<file path="config.mk">
export PLATFORM = sky130hd
export DESIGN_NAME = memory_access_unit
export DESIGN_NICKNAME = d
export VERILOG_FILES = /design/src/rtl/mem_stage_pkg.sv /design/src/rtl/load_store_formatter.sv /design/src/rtl/memory_access_unit.sv
export SDC_FILE = /design/constraint.sdc
export NUM_CORES = 1
export LEC_CHECK = 0
export BUFFER_PORTS_ARGS = -buffer_cell sky130_fd_sc_hd__buf_2
export CORE_AREA = 5 5 148 150
export DETAILED_ROUTE_END_ITERATION = 10
export DIE_AREA = 0 0 153 155
export MAX_ROUTING_LAYER = met4
export PLACE_DENSITY = 0.66
export SLEW_MARGIN = 10
export SYNTH_ARGS = -nofsm -noshare
export SYNTH_HDL_FRONTEND = slang
export SYNTH_HIERARCHICAL = 1
export SYNTH_SLANG_ARGS = --single-unit
</file>
<file path="constraint.sdc">
create_clock -name i_clock -period 3.6 [get_ports i_clock]
set_clock_uncertainty 0.15 [all_clocks]
set_input_delay 0.36 -clock i_clock [delete_from_list [all_inputs] [get_ports i_clock]]
set_output_delay 0.36 -clock i_clock [all_outputs]
set_load 0.1 [all_outputs]
</file>
<file path="src/rtl/mem_stage_pkg.sv">
// Shared encodings for the MEM stage: load/store size codes, FSM states,
// byte-enable patterns and the alignment rule.
package mem_stage_pkg;

  localparam logic [1:0] LS_WORD = 2'b00;
  localparam logic [1:0] LS_HALF = 2'b01;
  localparam logic [1:0] LS_BYTE = 2'b10;

  localparam logic [3:0] BE_NONE    = 4'b0000;
  localparam logic [3:0] BE_WORD    = 4'b1111;
  localparam logic [3:0] BE_HALF_LO = 4'b0011;
  localparam logic [3:0] BE_HALF_HI = 4'b1100;
  localparam logic [3:0] BE_BYTE0   = 4'b0001;

  typedef enum logic [1:0] {
    ST_IDLE = 2'd0,
    ST_WAIT = 2'd1,
    ST_HOLD = 2'd2
  } state_e;

  // Code 2'b11 falls into the word rule.
  function automatic logic is_misaligned(input logic [1:0] sel, input logic [1:0] lsb);
    case (sel)
      LS_HALF: return lsb[0];
      LS_BYTE: return 1'b0;
      default: return (lsb != 2'b00);
    endcase
  endfunction

endpackage

</file>
<file path="src/rtl/load_store_formatter.sv">
// Combinational lane formatting: store replication and byte enables,
// load lane extraction with zero/sign extension.
module load_store_formatter
  import mem_stage_pkg::*;
#(
  parameter int NB_DATA           = 32,
  parameter int NB_LOAD_STORE_SEL = 2,
  parameter int NB_BYTE_ENB       = NB_DATA / 8
) (
  input  logic [NB_LOAD_STORE_SEL-1:0] i_sel,
  input  logic [1:0]                   i_addr_lsb,
  input  logic                         i_load_signed,
  input  logic [NB_DATA-1:0]           i_store_data,
  input  logic [NB_DATA-1:0]           i_load_word,
  output logic [NB_DATA-1:0]           o_store_data,
  output logic [NB_BYTE_ENB-1:0]       o_byte_enb,
  output logic [NB_DATA-1:0]           o_load_data
);

  logic [7:0]  load_byte;
  logic [15:0] load_half;

  always_comb begin
    case (i_addr_lsb)
      2'd0:    load_byte = i_load_word[7:0];
      2'd1:    load_byte = i_load_word[15:8];
      2'd2:    load_byte = i_load_word[23:16];
      default: load_byte = i_load_word[31:24];
    endcase
    load_half = i_addr_lsb[1] ? i_load_word[31:16] : i_load_word[15:0];

    o_store_data = i_store_data;
    o_byte_enb   = BE_WORD;
    o_load_data  = i_load_word;
    case (i_sel)
      LS_HALF: begin
        o_store_data = {2{i_store_data[15:0]}};
        o_byte_enb   = i_addr_lsb[1] ? BE_HALF_HI : BE_HALF_LO;
        o_load_data  = {{(NB_DATA-16){i_load_signed & load_half[15]}}, load_half};
      end
      LS_BYTE: begin
        o_store_data = {4{i_store_data[7:0]}};
        o_byte_enb   = BE_BYTE0 << i_addr_lsb;
        o_load_data  = {{(NB_DATA-8){i_load_signed & load_byte[7]}}, load_byte};
      end
      default: ;
    endcase
  end

endmodule

</file>
<file path="src/rtl/memory_access_unit.sv">
// MEM stage of the 5-stage MIPS pipeline: data-memory access over req/ack,
// branch/jump redirect, MEM/WB latch and forwarding value for EX.
module memory_access_unit
  import mem_stage_pkg::*;
#(
  parameter int NB_ADDR           = 5,
  parameter int NB_DATA           = 2**NB_ADDR,
  parameter int NB_LOAD_STORE_SEL = 2,
  parameter int NB_BYTE_ENB       = NB_DATA / 8
) (
  input  logic                         i_clock,
  input  logic                         i_reset,
  input  logic                         i_enable,
  input  logic                         i_data_mem_wr_enb,
  input  logic                         i_data_mem_rd_enb,
  input  logic                         i_is_branch_instruction,
  input  logic                         i_is_jump_instruction,
  input  logic [NB_DATA-1:0]           i_jump_addr,
  input  logic [NB_DATA-1:0]           i_branch_addr,
  input  logic [NB_DATA-1:0]           i_alu_result,
  input  logic                         i_alu_zero,
  input  logic [NB_DATA-1:0]           i_rf_rt_data,
  input  logic [NB_LOAD_STORE_SEL-1:0] i_load_store_selector,
  input  logic                         i_load_signed,
  input  logic                         i_rf_wr_enb,
  input  logic                         i_rf_wr_data_src,
  input  logic [NB_ADDR-1:0]           i_rf_wr_addr,
  output logic                         o_dmem_req,
  output logic                         o_dmem_we,
  output logic [NB_DATA-1:0]           o_dmem_addr,
  output logic [NB_DATA-1:0]           o_dmem_wdata,
  output logic [NB_BYTE_ENB-1:0]       o_dmem_byte_enb,
  input  logic                         i_dmem_ack,
  input  logic [NB_DATA-1:0]           i_dmem_rdata,
  output logic                         o_stall,
  output logic                         o_pc_src,
  output logic [NB_DATA-1:0]           o_pc_target,
  output logic                         o_misaligned,
  output logic                         o_rf_wr_enb_ltchd,
  output logic                         o_rf_wr_data_src_ltchd,
  output logic [NB_ADDR-1:0]           o_rf_wr_addr_ltchd,
  output logic [NB_DATA-1:0]           o_alu_result_ltchd,
  output logic [NB_DATA-1:0]           o_mem_data_ltchd,
  output logic [NB_DATA-1:0]           o_wb_data
);

  state_e               state_q, state_d;
  logic [NB_DATA-1:0]   data_buf_q, data_buf_d;
  logic                 misaligned_q, misaligned_d;
  logic                 rf_wr_enb_q, rf_wr_enb_d;
  logic                 rf_wr_data_src_q, rf_wr_data_src_d;
  logic [NB_ADDR-1:0]   rf_wr_addr_q, rf_wr_addr_d;
  logic [NB_DATA-1:0]   alu_result_q, alu_result_d;
  logic [NB_DATA-1:0]   mem_data_q, mem_data_d;

  logic                 access, is_store, is_load, addr_misaligned;
  logic                 req, stall, latch_en, drop_access, redirect;
  logic [NB_DATA-1:0]   store_data, load_data;
  logic [NB_BYTE_ENB-1:0] store_be;

  assign access          = i_data_mem_rd_enb | i_data_mem_wr_enb;
  assign is_store        = i_data_mem_wr_enb;
  assign is_load         = i_data_mem_rd_enb & ~i_data_mem_wr_enb;
  assign addr_misaligned = is_misaligned(i_load_store_selector, i_alu_result[1:0]);

  load_store_formatter #(
    .NB_DATA           (NB_DATA),
    .NB_LOAD_STORE_SEL (NB_LOAD_STORE_SEL),
    .NB_BYTE_ENB       (NB_BYTE_ENB)
  ) u_formatter (
    .i_sel         (i_load_store_selector),
    .i_addr_lsb    (i_alu_result[1:0]),
    .i_load_signed (i_load_signed),
    .i_store_data  (i_rf_rt_data),
    .i_load_word   ((state_q == ST_HOLD) ? data_buf_q : i_dmem_rdata),
    .o_store_data  (store_data),
    .o_byte_enb    (store_be),
    .o_load_data   (load_data)
  );

  // Memory handshake: o_dmem_req stays high with address/data stable until the
  // cycle i_dmem_ack is seen; that cycle completes the access and carries rdata.
  // Stall drops on the completing cycle so upstream advances exactly once.
  always_comb begin
    state_d      = state_q;
    data_buf_d   = data_buf_q;
    misaligned_d = 1'b0;
    req          = 1'b0;
    stall        = 1'b0;
    latch_en     = 1'b0;
    drop_access  = 1'b0;
    case (state_q)
      ST_IDLE: begin
        if (i_enable) begin
          if (access && addr_misaligned) begin
            latch_en     = 1'b1;
            drop_access  = 1'b1;
            misaligned_d = 1'b1;
          end else if (access) begin
            req = 1'b1;
            if (i_dmem_ack) begin
              latch_en = 1'b1;
            end else begin
              stall   = 1'b1;
              state_d = ST_WAIT;
            end
          end else begin
            latch_en = 1'b1;
          end
        end
      end
      ST_WAIT: begin
        req   = 1'b1;
        stall = 1'b1;
        if (i_dmem_ack) begin
          data_buf_d = i_dmem_rdata;
          if (i_enable) begin
            latch_en = 1'b1;
            stall    = 1'b0;
            state_d  = ST_IDLE;
          end else begin
            state_d = ST_HOLD;
          end
        end
      end
      ST_HOLD: begin
        stall = 1'b1;
        if (i_enable) begin
          latch_en = 1'b1;
          stall    = 1'b0;
          state_d  = ST_IDLE;
        end
      end
      default: state_d = ST_IDLE;
    endcase
  end

  always_comb begin
    rf_wr_enb_d      = rf_wr_enb_q;
    rf_wr_data_src_d = rf_wr_data_src_q;
    rf_wr_addr_d     = rf_wr_addr_q;
    alu_result_d     = alu_result_q;
    mem_data_d       = mem_data_q;
    if (latch_en) begin
      rf_wr_enb_d      = i_rf_wr_enb & ~drop_access;
      rf_wr_data_src_d = i_rf_wr_data_src;
      rf_wr_addr_d     = i_rf_wr_addr;
      alu_result_d     = i_alu_result;
      mem_data_d       = (is_load && !drop_access) ? load_data : '0;
    end
  end

  always_ff @(posedge i_clock or negedge i_reset) begin
    if (!i_reset) begin
      state_q          <= ST_IDLE;
      data_buf_q       <= '0;
      misaligned_q     <= 1'b0;
      rf_wr_enb_q      <= 1'b0;
      rf_wr_data_src_q <= 1'b0;
      rf_wr_addr_q     <= '0;
      alu_result_q     <= '0;
      mem_data_q       <= '0;
    end else begin
      state_q          <= state_d;
      data_buf_q       <= data_buf_d;
      misaligned_q     <= misaligned_d;
      rf_wr_enb_q      <= rf_wr_enb_d;
      rf_wr_data_src_q <= rf_wr_data_src_d;
      rf_wr_addr_q     <= rf_wr_addr_d;
      alu_result_q     <= alu_result_d;
      mem_data_q       <= mem_data_d;
    end
  end

  // Combinational outputs are masked by reset so an abandoned access drops at once.
  assign redirect        = i_is_jump_instruction | (i_is_branch_instruction & i_alu_zero);
  assign o_dmem_req      = req & i_reset;
  assign o_stall         = stall & i_reset;
  assign o_pc_src        = redirect & ~o_stall & i_reset;
  assign o_pc_target     = i_is_jump_instruction ? i_jump_addr : i_branch_addr;
  assign o_dmem_we       = is_store;
  assign o_dmem_addr     = {i_alu_result[NB_DATA-1:2], 2'b00};
  assign o_dmem_wdata    = store_data;
  assign o_dmem_byte_enb = is_store ? store_be : BE_NONE;

  assign o_misaligned           = misaligned_q;
  assign o_rf_wr_enb_ltchd      = rf_wr_enb_q;
  assign o_rf_wr_data_src_ltchd = rf_wr_data_src_q;
  assign o_rf_wr_addr_ltchd     = rf_wr_addr_q;
  assign o_alu_result_ltchd     = alu_result_q;
  assign o_mem_data_ltchd       = mem_data_q;
  assign o_wb_data              = rf_wr_data_src_q ? mem_data_q : alu_result_q;

endmodule

</file>
==> reports/results.tsv, run 1 <==
stage	metric	value	unit
global_route	grt.overflow.total	0	
power_and_ir_drop	p_sw	3250	uW
floorplan	dieHeight	155	um
worst_setup_path	end_kind	output pin	
floorplan	initial_core_util	0.355	
routing	wl_per_cell	19.6	um
timing	period_needed	3.16	ns
global_route	grt_max_degree	76	
placement	gp_congestion	0.877	
routing	post-route-drc-count	0	
yosys	synth_edf_count	0	
job	maxCapViolations	0	
floorplan	die_w	153	um
power_and_ir_drop	p_int	2820	uW
cells_and_area	n_fill_cell	2008	
timing	fmax	316	MHz
worst_setup_path	worst-path-buf-inv	3	
global_route	first_global_vias	6589	
cts	cts-resized-gates	0	
yosys	yosysWarnings	6	
worst_setup_path	start_kind	primary input	
worst_setup_path	slowest_stage	nor2b_1	
worst_setup_path	worstPathCellList	buf_2 -> inv_1 -> ha_2 -> nor2b_1 -> a22o_1 -> buf_2	
cts	cts_tree	built	
cells_and_area	final_common_cell	buf_2	
placement	dpl.hpwl	20.5	mm
cells_and_area	utilization	0.461	
cells_and_area	syn_to_final_growth	29.9	%
yosys	synth.distinct_cells	47	
routing	drt_iter0_drc	288	
worst_setup_path	path_class	primary input to output pin	
power_and_ir_drop	report.power.total	6070	uW
routing	vias	6383	
placement	io_buffers	384	
yosys	syn-instance-count	671	
cts	cts_max_path_buffers	2	
timing	timing.final.hold_violations	0	
worst_setup_path	arrival	2.65	ns
yosys	synth_area	0.00730	sq mm
worst_setup_path	critPathTopFamily	simple AND/OR/NAND/NOR gates	
cells_and_area	layout_common_cells	buf_2 (383), mux2_2 (130), dfrtp_1 (106)	
hold_path	hold_class	primary input to flop	
global_route	antenna_found_initial	4	
routing	drt_wl_total	25.2	mm
timing	worst_slew_pin_slew	1.26	ns
routing	drt.antenna.violating_nets	0	
timing	slew-limit-headroom	0.158	
routing	vias_per_cell	4.98	
timing	setup-tns-final	0	ns
timing	setup-violations-final	0	
worst_setup_path	worstPathMaxFanout	17	
cells_and_area	nets	1178	
cts	postCtsSetupBuffers	0	
floorplan	num_rows	53	
power_and_ir_drop	power_density	641	mW/mm^2
power_and_ir_drop	p_leak	0.00496	uW
cts	clk-insertion-delay-late	0.35	ns
cts	holdBufCountCts	1	
yosys	synth.avg_cell_area	10.9	sq um
yosys	synth_ff_type	dfrtp_1	
cts	clkTransAtPathRegs	0.07	ns
floorplan	die_area	0.0237	sq mm
yosys	async_reset_ff_frac	1.00	
power_and_ir_drop	p_sw_frac	0.536	
yosys	synth_seq_cells	106	
global_route	grt_pass1_wl	38.0	mm
worst_setup_path	required	3.09	ns
floorplan	core_area	0.0206	sq mm
timing	min_period_over_period	0.879	
run_status	outcome	finished clean	
cells_and_area	drive_above_1_share	0.599	
timing	rsz0062_at_grt	false	
routing	first_pass_iters	5	
power_and_ir_drop	clkPwrFrac	0.177	
worst_setup_path	max_stage_delay	1.03	ns
power_and_ir_drop	p_seq_frac	0.261	
yosys	synth_seq_area_share	0.364	
power_and_ir_drop	p_comb_frac	0.562	
timing	slew_viol_final	0	
floorplan	io_pins	387	
cts	ctsRootBufferMaster	clkbuf_16	
cts	htree_num_levels	3	
global_route	track_usage	0.211	
cts	clkSinkCount	106	
power_and_ir_drop	ir_drop	0.284	mV
worst_setup_path	crit_top_cell	buf_2	
cts	cts_buffers	9	
-- cell usage after synthesis (2+ instances only) --
cell / count / area, sq um
mux4_2: 6 / 135
nor2b_1: 8 / 50.1
or2_2: 2 / 12.5
mux2_4: 38 / 571
a221o_1: 7 / 70.1
buf_2: 13 / 65.1
mux2_1: 2 / 22.5
ha_1: 3 / 37.5
buf_12: 5 / 100
clkbuf_1: 24 / 90.1
or2_1: 2 / 12.5
mux2i_1: 32 / 320
nor2_1: 2 / 7.51
a21oi_1: 4 / 20.0
mux2_2: 130 / 1460
dfrtp_1: 106 / 2650
buf_4: 42 / 315
a21o_1: 3 / 22.5
nand2b_1: 5 / 31.3
nand2_1: 82 / 308
a41oi_1: 2 / 17.5
a22o_1: 15 / 131
nand3_1: 18 / 90.1
and2_0: 2 / 12.5
inv_1: 39 / 146
o21ai_0: 23 / 115
o211ai_1: 6 / 45.0
and2_1: 12 / 75.1
a22oi_1: 14 / 105
nand4_1: 2 / 12.5
buf_6: 6 / 67.6
-- power groups by stage --
stage / logic (uW) / clock network (uW) / registers, uW
global placement: 3410 / 0 / 1590
CTS: 3430 / 1100 / 1580
global route: 3540 / 1160 / 1620
detailed placement: 3430 / 0 / 1610
finish: 3410 / 1080 / 1580
floorplan: 2080 / 0 / 2380
-- registers in the layout, summed over array words and instances, names as in the netlist --
signal / count
state_q: 2
data_buf_q: 32
o_mem_data_ltchd: 32
o_rf_wr_addr_ltchd: 5
o_alu_result_ltchd: 32
o_misaligned: 1
o_rf_wr_enb_ltchd: 1
o_rf_wr_data_src_ltchd: 1
-- cells by family (layout without fill, tap and decap cells) --
group | Yosys count | count (layout) | share of synthesized area
flip-flops | 106 | 106 | 0.364
AO/OA/AOI/OAI | 82 | 82 | 0.0847
other | 1 | 7 | 0.000514
multiplexers | 209 | 209 | 0.348
AND/OR/NAND/NOR | 141 | 141 | 0.0907
adder cells (fa/ha/maj) | 3 | 3 | 0.00514
buffers and inverters | 129 | 458 | 0.108
-- through the flow --
stage	cell area (sq um)	setup slack (ns)	hold slack (ns)	cells
2_1_floorplan	7310	-0.0971	-0.0856	672
3_3_place_gp	9140	0.537	0.0605	1259
3_5_place_dp	9140	0.455	0.0635	1259
4_1_cts	9470	0.458	0.0752	1276
5_1_grt	9480	0.338	0.0825	1280
6_report	9480	0.436	0.0822	1281
-- worst reg2reg max path: stages (launching register included) --
cell      delay (ns)
dfrtp_1         0.42
nand2b_1        0.64
buf_12          0.25
mux2_2          0.37
mux4_1          0.50
and2_0          0.17
a221o_1         0.25
nand2_1         0.06
mux2i_1         0.06
-- cell type report --
cell class                      count  area (sq um)  area share
Antenna cell                        5          12.5     0.00132
Clock buffer                       11           243      0.0256
Clock inverter                      5          77.6     0.00818
Inverter                           39           146      0.0154
Multi-Input combinational cell    437          3890       0.410
Sequential cell                   106          2650       0.280
Tap cell                          275           344      0.0363
Timing Repair Buffer              403          2120       0.224
-- path summary, 6_finish.rpt --
| kind | slack, ns | cells past startpoint | startpoint | to |
|---|---|---|---|---|
| worst max-delay path | 0.44 | 6 | i_load_store_selector[0] | o_dmem_wdata[8] |
| worst min-delay path | 0.08 | 2 | i_rf_wr_data_src | o_rf_wr_data_src_ltchd |
| worst max register to register | 0.59 | 8 | state_q[0] | o_mem_data_ltchd[5] |
| worst min register to register | 0.34 | 1 | data_buf_q[27] | data_buf_q[27] |
| max in group asynchronous | 1.96 | 4 | i_reset | o_mem_data_ltchd[9] |
| min in group asynchronous | 0.24 | 2 | i_reset | o_alu_result_ltchd[5] |
-- routing by layer --
metal | GRT usage | routed length (um) | up-vias | part of all wire
met4 | 0.0585 | 422 | 0 | 0.017
li1 | - | - | 2984 | -
met5 | - | 0 | - | 0
met2 | 0.389 | 13500 | 295 | 0.54
met3 | 0.0484 | 1650 | 27 | 0.065
met1 | 0.229 | 9560 | 3077 | 0.38
Note: power is estimated with default switching activity, not from simulation.
==> run 2: changes to the inputs <==
--- a/config.mk
+++ b/config.mk
@@ -5,14 +5,14 @@
 export SDC_FILE = /design/constraint.sdc
 export NUM_CORES = 1
 export LEC_CHECK = 0
+export ABC_AREA = 1
 export BUFFER_PORTS_ARGS = -buffer_cell sky130_fd_sc_hd__buf_2
-export CORE_AREA = 5 5 148 150
+export CORE_AREA = 5 5 149 151
 export DETAILED_ROUTE_END_ITERATION = 10
-export DIE_AREA = 0 0 153 155
+export DIE_AREA = 0 0 154 156
 export MAX_ROUTING_LAYER = met4
-export PLACE_DENSITY = 0.66
+export PLACE_DENSITY = 0.64
 export SLEW_MARGIN = 10
 export SYNTH_ARGS = -nofsm -noshare
 export SYNTH_HDL_FRONTEND = slang
-export SYNTH_HIERARCHICAL = 1
 export SYNTH_SLANG_ARGS = --single-unit
==> run 2 against run 1 <==
Compared with the run above:
- count of clock-buffer cells in the layout is 1 higher
- synthesized cell count is 43% higher
- fmax is 8.2% higher
- highest routed layer unchanged
- combinational power is 6.5% higher
- clock power hardly changed
- cell count is 21% higher
- non-clock buffer count is 6 lower
- critical path depth is 2 higher
- sequential power is 4% higher
- via count is 14% higher
- synthesized area is 4.4% lower
==> reports/results.tsv, run 2 <==
stage	metric	value	unit
global_route	first_global_vias	6946	
worst_setup_path	required	3.09	ns
cts	clkTransAtPathRegs	0.06	ns
power_and_ir_drop	clkPwrFrac	0.170	
yosys	synth.distinct_cells	34	
global_route	grt_pass1_wl	37.6	mm
routing	vias_per_cell	4.66	
timing	setup-violations-final	0	
cells_and_area	syn_to_final_growth	33.2	%
timing	slew-limit-headroom	0.366	
cts	cts_buffers	9	
worst_setup_path	critPathTopFamily	simple AND/OR/NAND/NOR gates	
worst_setup_path	crit_top_cell	nand2_1	
yosys	synth_ff_type	dfrtp_1	
cells_and_area	nets	1453	
yosys	synth.avg_cell_area	7.28	sq um
cts	postCtsSetupBuffers	0	
worst_setup_path	worstPathCellList	inv_2 -> nand2_2 -> buf_4 -> nand2_1 -> nand2_1 -> nand3_1 -> nor3_2 -> buf_12	
placement	place_worst_setup_slack	0.844	ns
power_and_ir_drop	p_sw	3610	uW
global_route	grt_max_degree	68	
worst_setup_path	end_kind	output pin	
floorplan	initial_core_util	0.337	
placement	gp_congestion	0.950	
timing	fin_ws	0.676	ns
cells_and_area	multi_input_area	0.00344	sq mm
timing	period_needed	2.92	ns
global_route	antenna_found_initial	3	
timing	slew_viol_final	0	
cts	cts_tree	built	
routing	first_pass_iters	6	
cells_and_area	ff_latch_area	0.00265	sq mm
power_and_ir_drop	p_leak	0.00521	uW
yosys	synth_largest_area_cell	dfrtp_1	
job	maxCapViolations	0	
hold_path	whs_path_depth	3	
worst_setup_path	slowest_stage	dfrtp_1	
yosys	yosysMostFrequentCell	nand2_1	
routing	wl_per_cell	15.6	um
timing	rsz0062_at_grt	false	
power_and_ir_drop	p_comb_frac	0.571	
yosys	synth_area_leaders	dfrtp_1 (38%), nand2_1 (15%), mux2_2 (7.3%), nor2_1 (5.6%), o21ai_0 (5.2%)	
timing	setup-tns-final	0	ns
cts	htree_num_levels	3	
floorplan	core_area	0.0207	sq mm
worst_setup_path	path_class	flop to output pin	
worst_setup_path	start_kind	flop	
worst_setup_path	worstPathMaxFanout	27	
floorplan	die_w	154	um
floorplan	die_area	0.0240	sq mm
floorplan	num_rows	53	
timing	min_period_over_period	0.812	
cells_and_area	n_fill_cell	2163	
placement	dpl.hpwl	19.7	mm
yosys	synth_seq_cells	106	
cells_and_area	final_common_cell	buf_2	
worst_setup_path	arrival	2.41	ns
worst_setup_path	max_stage_delay	0.47	ns
yosys	ys_top_cells_by_count	nand2_1 (284), dfrtp_1 (106), nor2_1 (105), inv_1 (74), o21ai_0 (73)	
hold_path	hold_class	primary input to flop	
yosys	syn-instance-count	959	
placement	io_buffers	384	
yosys	synth_seq_area_share	0.380	
run_status	outcome	finished clean	
worst_setup_path	r2r.worst_path.cells	11	
yosys	synth_top_area_share	0.380	
floorplan	io_pins	387	
timing	fmax	342	MHz
routing	drt_iter0_drc	461	
global_route	track_usage	0.199	
cts	cts_max_path_buffers	2	
timing	worst_slew_pin_slew	0.951	ns
routing	drt.antenna.violating_nets	0	
yosys	synth_area	0.00698	sq mm
cts	cts-resized-gates	0	
timing	timing.final.hold_violations	0	
yosys	synth_edf_count	0	
power_and_ir_drop	p_int	2760	uW
cts	holdBufCountCts	1	
floorplan	dieHeight	156	um
routing	post-route-drc-count	0	
routing	drt_wl_total	24.3	mm
worst_setup_path	path_depth	8	
cells_and_area	layout_common_cells	buf_2 (370), nand2_1 (284), nor2_1 (105), dfrtp_1 (105), inv_1 (74)	
yosys	yosysWarnings	0	
yosys	async_reset_ff_frac	1.00	
routing	vias	7247	
cts	clk-insertion-delay-late	0.35	ns
timing	holdWs	0.0919	ns
global_route	grt.overflow.total	0	
power_and_ir_drop	ir_drop	0.285	mV
power_and_ir_drop	p_seq_frac	0.260	
worst_setup_path	worst-path-buf-inv	3	
power_and_ir_drop	power_density	685	mW/mm^2
cts	ctsRootBufferMaster	clkbuf_16	
cells_and_area	drive_above_1_share	0.389	
cts	clkSinkCount	106	
power_and_ir_drop	p_sw_frac	0.567	
run 2: path summary, 6_finish.rpt:
path / from / slack (ns) / end
setup / recovery: state_q[0] / 0.68 / o_pc_src
hold / removal: i_rf_wr_data_src / 0.09 / o_rf_wr_data_src_ltchd
setup reg to reg: state_q[0] / 1.00 / o_mem_data_ltchd[26]
hold reg to reg: o_rf_wr_addr_ltchd[4] / 0.32 / o_rf_wr_addr_ltchd[4]
max in group asynchronous: i_reset / 1.66 / o_mem_data_ltchd[20]
min in group asynchronous: i_reset / 0.37 / data_buf_q[2]
run 2: worst min-delay path: stages:
cell and delay, ns:
buf_2 0.08, nand3_1 0.06, nand2_1 0.06
run 2: cell families (layout without fill, tap and decap cells):
kind of cell             count (synthesis)  in the layout  share of synthesized area
AO/OA/AOI/OAI                          157            157                      0.134
adder cells (fa/ha/maj)                  2              2                    0.00359
buffers and inverters                  175            492                      0.129
flip-flops                             106            106                      0.380
multiplexers                            45             45                     0.0726
other                                    1              4                   0.000537
AND/OR/NAND/NOR                        473            473                      0.280
run 2: layout make-up:
class,count,share of cell area
multi-input cells,679,0.370
flip-flops and latches,106,0.286
repair buffers,397,0.240
well taps,275,0.0370
inverters,79,0.0319
clock buffers,12,0.0265
clock inverters,4,0.00795
diodes,2,0.000539
run 2: metal layers:
metal,vias up,part of all wire,global-route usage
li1,3670,-,-
met1,3203,0.44,0.258
met2,334,0.46,0.316
met3,40,0.073,0.0402
met4,0,0.025,0.0593
met5,-,0,-
run 2: power by group through the flow:
stage	clock network, uW	logic [uW]	registers, uW
after floorplan	0	2170	2480
after global placement	0	3620	1670
after detailed placement	0	3640	1680
after CTS	1120	3640	1660
after global routing	1160	3800	1690
final	1080	3630	1650
run 2: stage by stage:
| stage | std cells | power [uW] | instance area, sq um | util |
|---|---|---|---|---|
| floorplan | 960 | 4650 | 6990 | - |
| global placement | 1535 | 5300 | 8960 | 0.433 |
| detailed placement | 1535 | 5320 | 8960 | 0.433 |
| CTS | 1552 | 6420 | 9290 | 0.449 |
| global route | 1554 | 6650 | 9290 | 0.449 |
| finish | 1554 | 6360 | 9290 | 0.449 |
==> run 3: changes to the inputs <==
==> constraint.sdc (replaced) <==
create_clock -name i_clock -period 3.05 [get_ports i_clock]
set_clock_uncertainty 0.15 [all_clocks]
set_input_delay 0.305 -clock i_clock [delete_from_list [all_inputs] [get_ports i_clock]]
set_output_delay 0.305 -clock i_clock [all_outputs]
set_load 0.1 [all_outputs]
==> run 3 against run 2 <==
Compared with the run above:
- die area stayed put
- combinational power is 19% higher
- global-route usage is 0.087 points higher
- count of clock-buffer cells in the layout is 2 lower
- flip-flop and latch count stayed put
- setup slack worse by 0.40 ns
- total power is 17% higher
- worst hold slack worse by 0.061 ns
- cell count is 0.26% higher
==> reports/results.tsv, run 3 (synthesis gave the netlist of run 2 again) <==
stage	metric	value	unit
run_status	outcome	finished clean	
routing	vias	7353	
cells_and_area	instances_no_fill	1558	
worst_setup_path	required	2.59	ns
placement	gp_congestion	0.912	
hold_path	hold_class	primary input to flop	
worst_setup_path	r2r-end	o_mem_data_ltchd[5]	
timing	fmax	361	MHz
cells_and_area	nets	1457	
floorplan	num_rows	53	
placement	io_buffers	384	
cells_and_area	drive_above_1_share	0.400	
routing	wl_per_cell	15.7	um
timing	setup-violations-final	0	
power_and_ir_drop	p_int	3110	uW
routing	first_pass_iters	6	
routing	vias_per_cell	4.72	
cts	postCtsSetupBuffers	0	
global_route	grt_max_degree	76	
power_and_ir_drop	p_sw_frac	0.580	
placement	place_inst	1539	
global_route	first_global_vias	6909	
cts	clk-insertion-delay-late	0.35	ns
worst_setup_path	start_kind	flop	
floorplan	initial_core_util	0.337	
global_route	antenna_found_initial	4	
routing	drt.antenna.violating_nets	0	
cells_and_area	final_common_cell	buf_2	
hold_path	holdPathEnd	o_rf_wr_addr_ltchd[3]	
global_route	grt_pass1_wl	37.5	mm
power_and_ir_drop	power_density	790	mW/mm^2
global_route	track_usage	0.200	
routing	post-route-drc-count	0	
placement	dpl.hpwl	19.9	mm
worst_setup_path	rrSetupSlack	0.51	ns
power_and_ir_drop	ir_drop	0.312	mV
cts	cts_max_path_buffers	2	
cts	ctsRootBufferMaster	clkbuf_16	
routing	drt_wl_total	24.5	mm
timing	min_period_over_period	0.909	
worst_setup_path	worstPathMaxFanout	31	
floorplan	dieHeight	156	um
worst_setup_path	end_kind	output pin	
floorplan	die_area	0.0240	sq mm
timing	period_needed	2.77	ns
cells_and_area	n_fill_cell	2096	
timing	timing.final.hold_violations	0	
timing	rsz0062_at_grt	false	
cts	clkTransAtPathRegs	0.07	ns
hold_path	hold_path_startpoint	i_rf_wr_addr[3]	
timing	worst_slew_pin_slew	0.807	ns
worst_setup_path	r2r.worst_path.cells	9	
power_and_ir_drop	clkPwrFrac	0.154	
power_and_ir_drop	p_sw	4300	uW
routing	drt_iter0_drc	493	
power_and_ir_drop	p_seq_frac	0.263	
cts	htree_num_levels	3	
cells_and_area	layout_common_cells	buf_2 (368), nand2_1 (284), nor2_1 (105), dfrtp_1 (105), inv_1 (74)	
floorplan	io_pins	387	
floorplan	core_area	0.0207	sq mm
worst_setup_path	path_class	flop to output pin	
power_and_ir_drop	p_leak	0.00524	uW
floorplan	die_w	154	um
cts	clkSinkCount	106	
worst_setup_path	arrival	2.32	ns
cts	cts_tree	built	
worst_setup_path	r2r-start	state_q[0]	
timing	holdWs	0.0308	ns
hold_path	whs_path_depth	3	
power_and_ir_drop	p_comb_frac	0.583	
timing	slew_viol_final	0	
timing	slew-limit-headroom	0.462	
global_route	grt.overflow.total	0	
cts	cts_buffers	9	
cells_and_area	syn_to_final_growth	34.4	%
job	maxCapViolations	0	
## run 3: worst max-delay path, cell delays in order, from the launching register on
cell,delay [ns]
dfrtp_1,0.48
inv_2,0.18
nand2_2,0.45
nand2_1,0.11
nand2_1,0.09
nand3_1,0.19
nor3_2,0.24
buf_12,0.21
## run 3: how the worst max path moves through the flow
stage	startpoint	endpoint	slack, ns	cells after the start
after floorplan	o_rf_wr_data_src_ltchd	o_wb_data[22]	-0.75	3
after global placement	i_load_store_selector[1]	o_dmem_wdata[26]	0.45	8
after detailed placement	i_load_store_selector[1]	o_dmem_wdata[26]	0.43	8
after CTS	state_q[0]	o_pc_src	0.22	7
after global routing	state_q[0]	o_pc_src	0.11	7
final	state_q[0]	o_pc_src	0.28	7
## run 3: power groups by stage
stage | combinational [uW] | sequential (uW) | clock [uW]
after global routing | 4530 | 2000 | 1240
after detailed placement | 4330 | 1980 | 0
after global placement | 4310 | 1970 | 0
final | 4320 | 1950 | 1140
after floorplan | 2570 | 2920 | 0
after CTS | 4340 | 1950 | 1180
## run 3: cell type report
class	count	area, sq um	share of cell area
clock inverter	6	47.5	0.00507
inverter	79	297	0.0316
clock buffer	10	239	0.0255
tap	275	344	0.0367
sequential	106	2650	0.283
antenna	2	5.00	0.000533
multi-input combinational	679	3480	0.371
timing repair buffer	401	2320	0.247
## run 3: repair_timing
action,CTS,global route
hold buffers,1,0
gates resized for setup,0,0
hold endpoints to repair,7,0
## run 3: metrics by stage
step                TNS (ns)  setup slack [ns]  power, uW  utilization  instance area (sq um)
detailed placement         0             0.429       6320        0.439                   9080
finish                     0             0.279       7410        0.453                   9380
CTS                        0             0.221       7480        0.453                   9380
global route               0             0.106       7770        0.453                   9380
global placement           0             0.446       6280        0.439                   9080
floorplan             -22.44            -0.750       5490            -                   7030
## run 3: routing by layer
layer | wire length (um) | global-route usage | part of all wire
met1 | 10500 | 0.262 | 0.43
met2 | 11700 | 0.327 | 0.48
met3 | 1800 | 0.0316 | 0.074
met4 | 370 | 0.0467 | 0.015
met5 | 0 | - | 0
